[src/rtl/norm_shift_16b_pkg.sv]
// Shared constants for the 16-bit normalizer: widths, FSM encodings and mode encodings.
// Optional NORM_FAST_EN build macro enables 4-bit shift steps (see norm_shift_16b).
package norm_shift_16b_pkg;

    localparam int NORM_W     = 16;
    localparam int NORM_AMT_W = 4;

    typedef enum logic [1:0] {
        ST_IDLE  = 2'b00,
        ST_SHIFT = 2'b01,
        ST_DONE  = 2'b10
    } norm_state_t;

    localparam logic MODE_UNSIGNED = 1'b0;
    localparam logic MODE_SIGNED   = 1'b1;

endpackage

[src/rtl/norm_shift_16b_detect.sv]
// Combinational status of the working register: normalized, degenerate, and four
// redundant top bits (the last one feeds the NORM_FAST_EN 4-bit step).
module norm_detect_16b
    import norm_shift_16b_pkg::*;
(
    input  logic [NORM_W-1:0] value,
    input  logic              mode,
    output logic              is_norm,
    output logic              is_degen,
    output logic              redund4
);

    always_comb begin
        is_norm  = 1'b0;
        is_degen = 1'b0;
        redund4  = 1'b0;
        if (mode == MODE_SIGNED) begin
            is_norm  = value[15] ^ value[14];
            is_degen = (value == 16'h0000) || (value == 16'hFFFF);
            // Five equal sign bits mean four positions can go in one step.
            redund4  = (value[15:11] == 5'b00000) || (value[15:11] == 5'b11111);
        end else begin
            is_norm  = value[15];
            is_degen = (value == 16'h0000);
            redund4  = (value[15:12] == 4'b0000);
        end
    end

endmodule

[src/rtl/norm_shift_16b.sv]
// Multi-cycle 16-bit normalizer with start/done handshake; optional NORM_FAST_EN
// macro adds a 4-position step when the top bits are redundant.
//
// Handshake: Start is accepted on any edge where the FSM is IDLE or DONE (Busy=0);
// Done is a one-cycle pulse during which Norm_Out/Norm_Amt/Degen hold the new result,
// and those outputs keep that value until the next Done.
module norm_shift_16b
    import norm_shift_16b_pkg::*;
(
    input  logic                  clk,
    input  logic                  rst,
    input  logic                  Start,
    input  logic                  Signed,
    input  logic [NORM_W-1:0]     Norm_In,
    output logic [NORM_W-1:0]     Norm_Out,
    output logic [NORM_AMT_W-1:0] Norm_Amt,
    output logic                  Degen,
    output logic                  Busy,
    output logic                  Done
);

    norm_state_t           state;
    logic [NORM_W-1:0]     work;
    logic [NORM_AMT_W-1:0] cnt;
    logic                  mode;
    logic                  is_norm;
    logic                  is_degen;
`ifdef NORM_FAST_EN
    logic                  redund4;
`else
    logic                  redund4_unused;
`endif

    norm_detect_16b u_detect (
        .value    (work),
        .mode     (mode),
        .is_norm  (is_norm),
        .is_degen (is_degen),
`ifdef NORM_FAST_EN
        .redund4  (redund4)
`else
        .redund4  (redund4_unused)
`endif
    );

    always_ff @(posedge clk) begin
        if (rst) begin
            state    <= ST_IDLE;
            work     <= '0;
            cnt      <= '0;
            mode     <= MODE_UNSIGNED;
            Norm_Out <= '0;
            Norm_Amt <= '0;
            Degen    <= 1'b0;
        end else begin
            case (state)
                ST_IDLE, ST_DONE: begin
                    if (Start) begin
                        work  <= Norm_In;
                        cnt   <= '0;
                        mode  <= Signed;
                        state <= ST_SHIFT;
                    end else begin
                        state <= ST_IDLE;
                    end
                end
                ST_SHIFT: begin
                    // A degenerate operand is caught before any shift, so work/cnt still equal Norm_In/0.
                    if (is_degen || is_norm) begin
                        Norm_Out <= work;
                        Norm_Amt <= cnt;
                        Degen    <= is_degen;
                        state    <= ST_DONE;
                    end
`ifdef NORM_FAST_EN
                    else if (redund4) begin
                        work <= {work[NORM_W-5:0], 4'b0000};
                        cnt  <= cnt + 4'd4;
                    end
`endif
                    else begin
                        work <= {work[NORM_W-2:0], 1'b0};
                        cnt  <= cnt + 4'd1;
                    end
                end
                default: state <= ST_IDLE;
            endcase
        end
    end

    assign Busy = (state == ST_SHIFT);
    assign Done = (state == ST_DONE);

endmodule

[config.mk]
export PLATFORM = sky130hd
export DESIGN_NAME = norm_shift_16b
export DESIGN_NICKNAME = d
export VERILOG_FILES = /design/src/rtl/norm_shift_16b_pkg.sv /design/src/rtl/norm_shift_16b_detect.sv /design/src/rtl/norm_shift_16b.sv
export SDC_FILE = /design/constraint.sdc
export NUM_CORES = 1
export LEC_CHECK = 0
export BUFFER_PORTS_ARGS = -buffer_cell sky130_fd_sc_hd__buf_2
export CORE_MARGIN = 1
export CORE_UTILIZATION = 47
export CTS_BUF_LIST = sky130_fd_sc_hd__clkbuf_8
export DETAILED_ROUTE_END_ITERATION = 8
export MAX_ROUTING_LAYER = met4
export PLACE_DENSITY = 0.7
export SLEW_MARGIN = 30
export SYNTH_ARGS = -nofsm -noshare
export SYNTH_HDL_FRONTEND = slang
export SYNTH_SLANG_ARGS = --single-unit
[constraint.sdc]
create_clock -name clk -period 5 [get_ports clk]
set_input_delay 1 -clock clk [delete_from_list [all_inputs] [get_ports clk]]
set_output_delay 1 -clock clk [all_outputs]
set_load 0.02 [all_outputs]
==> run metrics <==
RSZ-0062 raised after global routing=false; PwrDens=between 300 and 400 mW/mm2; DR WL met3=~170 um; Antenna diodes=0; Worst Skew=6.95 ps; area share of the largest cell type after synthesis=around two fifths; initial antenna violation count=0; slowest CP cell=nand2_1; Pint=slightly below 600 uW; Syn Nets=between 200 and 300; GR Util All Layers=between 10% and 20%; Leak=about 0.00096 uW; die area=0.00496 mm2; Async SR Flop Fraction=0%; vias in the first global route=approximately 1600; setup total negative slack=0 ps; CP Capture Type=register; worst path required time=between 5000 and 6000 ps; Final Setup Violations=0; Inserted Clock Buffers=5; worst-skew pair later-pin latency=about 290 ps; Synth Area per Inst=about 9.2 um2; routability cong.=around 0.84; most numerous cell on the critical path=mux2i_1; Synth cell types=34; combinational share of power=approximately 18%; die height=between 70 and 80 um; # IOs=43; Synth Warn #=0; dominant synthesized flop cell=dfxtp_1; Post-synth EDFFs=0; ANT nets after route=0; total number of vias=1869; WL/cell=between 10 and 15 um; fin crit period=2490 ps; family with the most delay on the worst path=simple AND/OR/NAND/NOR gates; Yosys reg bits=between 40 and 50; Final Hold Viols=0; Post-DP HPWL=3080 um; most frequent cells in the layout=dfxtp_1, buf_2, nand2b_1; WP data arrival=between 2000 and 3000 ps; most common cell after layout, fill and taps aside=dfxtp_1; class of the worst hold path=register to register; Cell Area, Synth=roughly 0.0022 mm2; port bufs=42; Via density=a little under 6; crit-path cells=inv_1 -> ha_1 -> mux2i_1 -> nand2_1 -> nor4_1 -> mux2i_1; CTS clk-pin slew, worst paths=about 80 ps; DRT iter0 DRCs=roughly 130; slowest stage delay, CP=530 ps; CTS resizes=0; Max Slew Vio Count=0; layout cells sized above 1=between 20% and 30%; MaxCap Viol Count=0; # DRC=0; Finished Cell Area=between 0.002 and 0.003 mm2; Setup crit start kind=register; run status=completed; sequential element share of the synthesized area=between 40 and 50%; clk buf depth=2; total core area=between 0.004 and 0.005 mm2; # fillers=433; final net count=294; Switching Power=229 uW; Die X=70.4 um; sequential share of power=between 40% and 50%; Max transition margin=around two fifths; Worst Tran Pin Value=approximately 920 ps; H-tree depth=2; CTS root buf=clkbuf_8; Net Sw Frac=between 20 and 30%; CTS tree=yes; worst-path maximum fanout=19; Met1 Wirelength=around 2400 um; hold_buf cts=0; grt ovf=0; Worst VDD drop=between 100 and 150 uV; Post-Synthesis Cells=238; synthesis-to-finish area growth=14.3%; largest net degree at the start of global routing=66; Finished Core Util=57.0%; WS Path Type=register to register; Synth area leader=dfxtp_1; Sink Count=44; reg-to-reg slack, setup=2510 ps; period utilization=between 40% and 50%; largest cells by area after synthesis=dfxtp_1, nand2b_1, mux2i_1; Pre-antenna DRT Iters=4; DR WL met2=~2100 um; Routed WL=between 4000 and 5000 um; Post-Place Cell Area=roughly 0.0024 mm2; Clock Power Share=around 33%; WP buf/inv=1; Max Used Layer=met4; f_max=~0.4 GHz; post-CTS setup buffers=0; first-pass GRT wire length=7790 um; Starting Density=49.9%; std cell rows=24
-- synth_stat cells (2+ instances only) --
master     n
and2_1     2
mux2_2    12
mux2i_1   22
inv_1      3
o311ai_0   5
a31oi_1   15
nand2b_1  40
buf_1      2
nor2_1     2
ha_1       3
nor4_1     3
dfxtp_1   44
nand4_1   21
nand3_1    2
o21ai_0    2
clkbuf_1  13
o31ai_1    2
nor2b_1    4
or3_1      2
a21oi_1    6
nand2_1   20
-- through the flow --
stage,cells,power [uW],hold slack (ps),setup slack (ps)
finish,324,809,473,2510
CTS,324,814,476,2560
global placement,316,546,458,2620
global route,324,853,488,2330
floorplan,238,510,444,2890
detailed placement,316,547,459,2640
-- layer usage --
metal | up-vias | track usage [%]
met5 | - | -
met4 | 0 | 5.56
met1 | 888 | 28.0
li1 | 931 | -
met2 | 43 | 29.2
met3 | 7 | 3.61
-- power groups by stage --
stage | registers (uW) | logic, uW | clock network (uW)
after global placement | 400 | 146 | 0
after floorplan | 398 | 112 | 0
after global routing | 397 | 162 | 294
after detailed placement | 401 | 146 | 0
after CTS | 393 | 147 | 275
final | 393 | 148 | 268
-- state kept, by name, indices dropped and copies added, names as in the netlist --
| register | flops |
|---|---|
| Norm_Out | 16 |
| mode | 1 |
| work | 16 |
| Degen | 1 |
| Norm_Amt | 4 |
| state | 2 |
| cnt | 4 |
-- final timing paths --
kind	end	depth (start not counted)	start
setup reg to reg	cnt[3]	6	work[14]
setup / recovery	cnt[3]	6	work[14]
hold reg to reg	Norm_Out[5]	2	Norm_Out[5]
hold / removal	Norm_Out[5]	2	Norm_Out[5]
-- layout make-up --
class / instances / area (um2) / area share (%)
well taps: 52 / 65.1 / 2.59
clock inverters: 3 / 42.5 / 1.69
multi-input cells: 172 / 1210 / 48.3
inverters: 3 / 11.3 / 0.448
clock buffers: 5 / 68.8 / 2.73
flip-flops and latches: 44 / 881 / 35.0
repair buffers: 45 / 233 / 9.25
-- worst reg2reg max path, cell delays in order, from the launching register on --
cell and delay (ps):
dfxtp_1 400, inv_1 60, ha_1 280, mux2i_1 420, nand2_1 540, nor4_1 500
mux2i_1 220
-- cell families (layout without fill, tap and decap cells) --
kind of cell | count (synthesis) | count (layout) | synth area share [%]
mux | 35 | 35 | 16.7
simple gates | 101 | 101 | 26.8
buf+inv | 22 | 56 | 5.06
compound gates | 33 | 33 | 9.78
flops | 44 | 44 | 40.0
fa+ha+maj | 3 | 3 | 1.71
No activity file was read; power rests on OpenSTA's default activity.
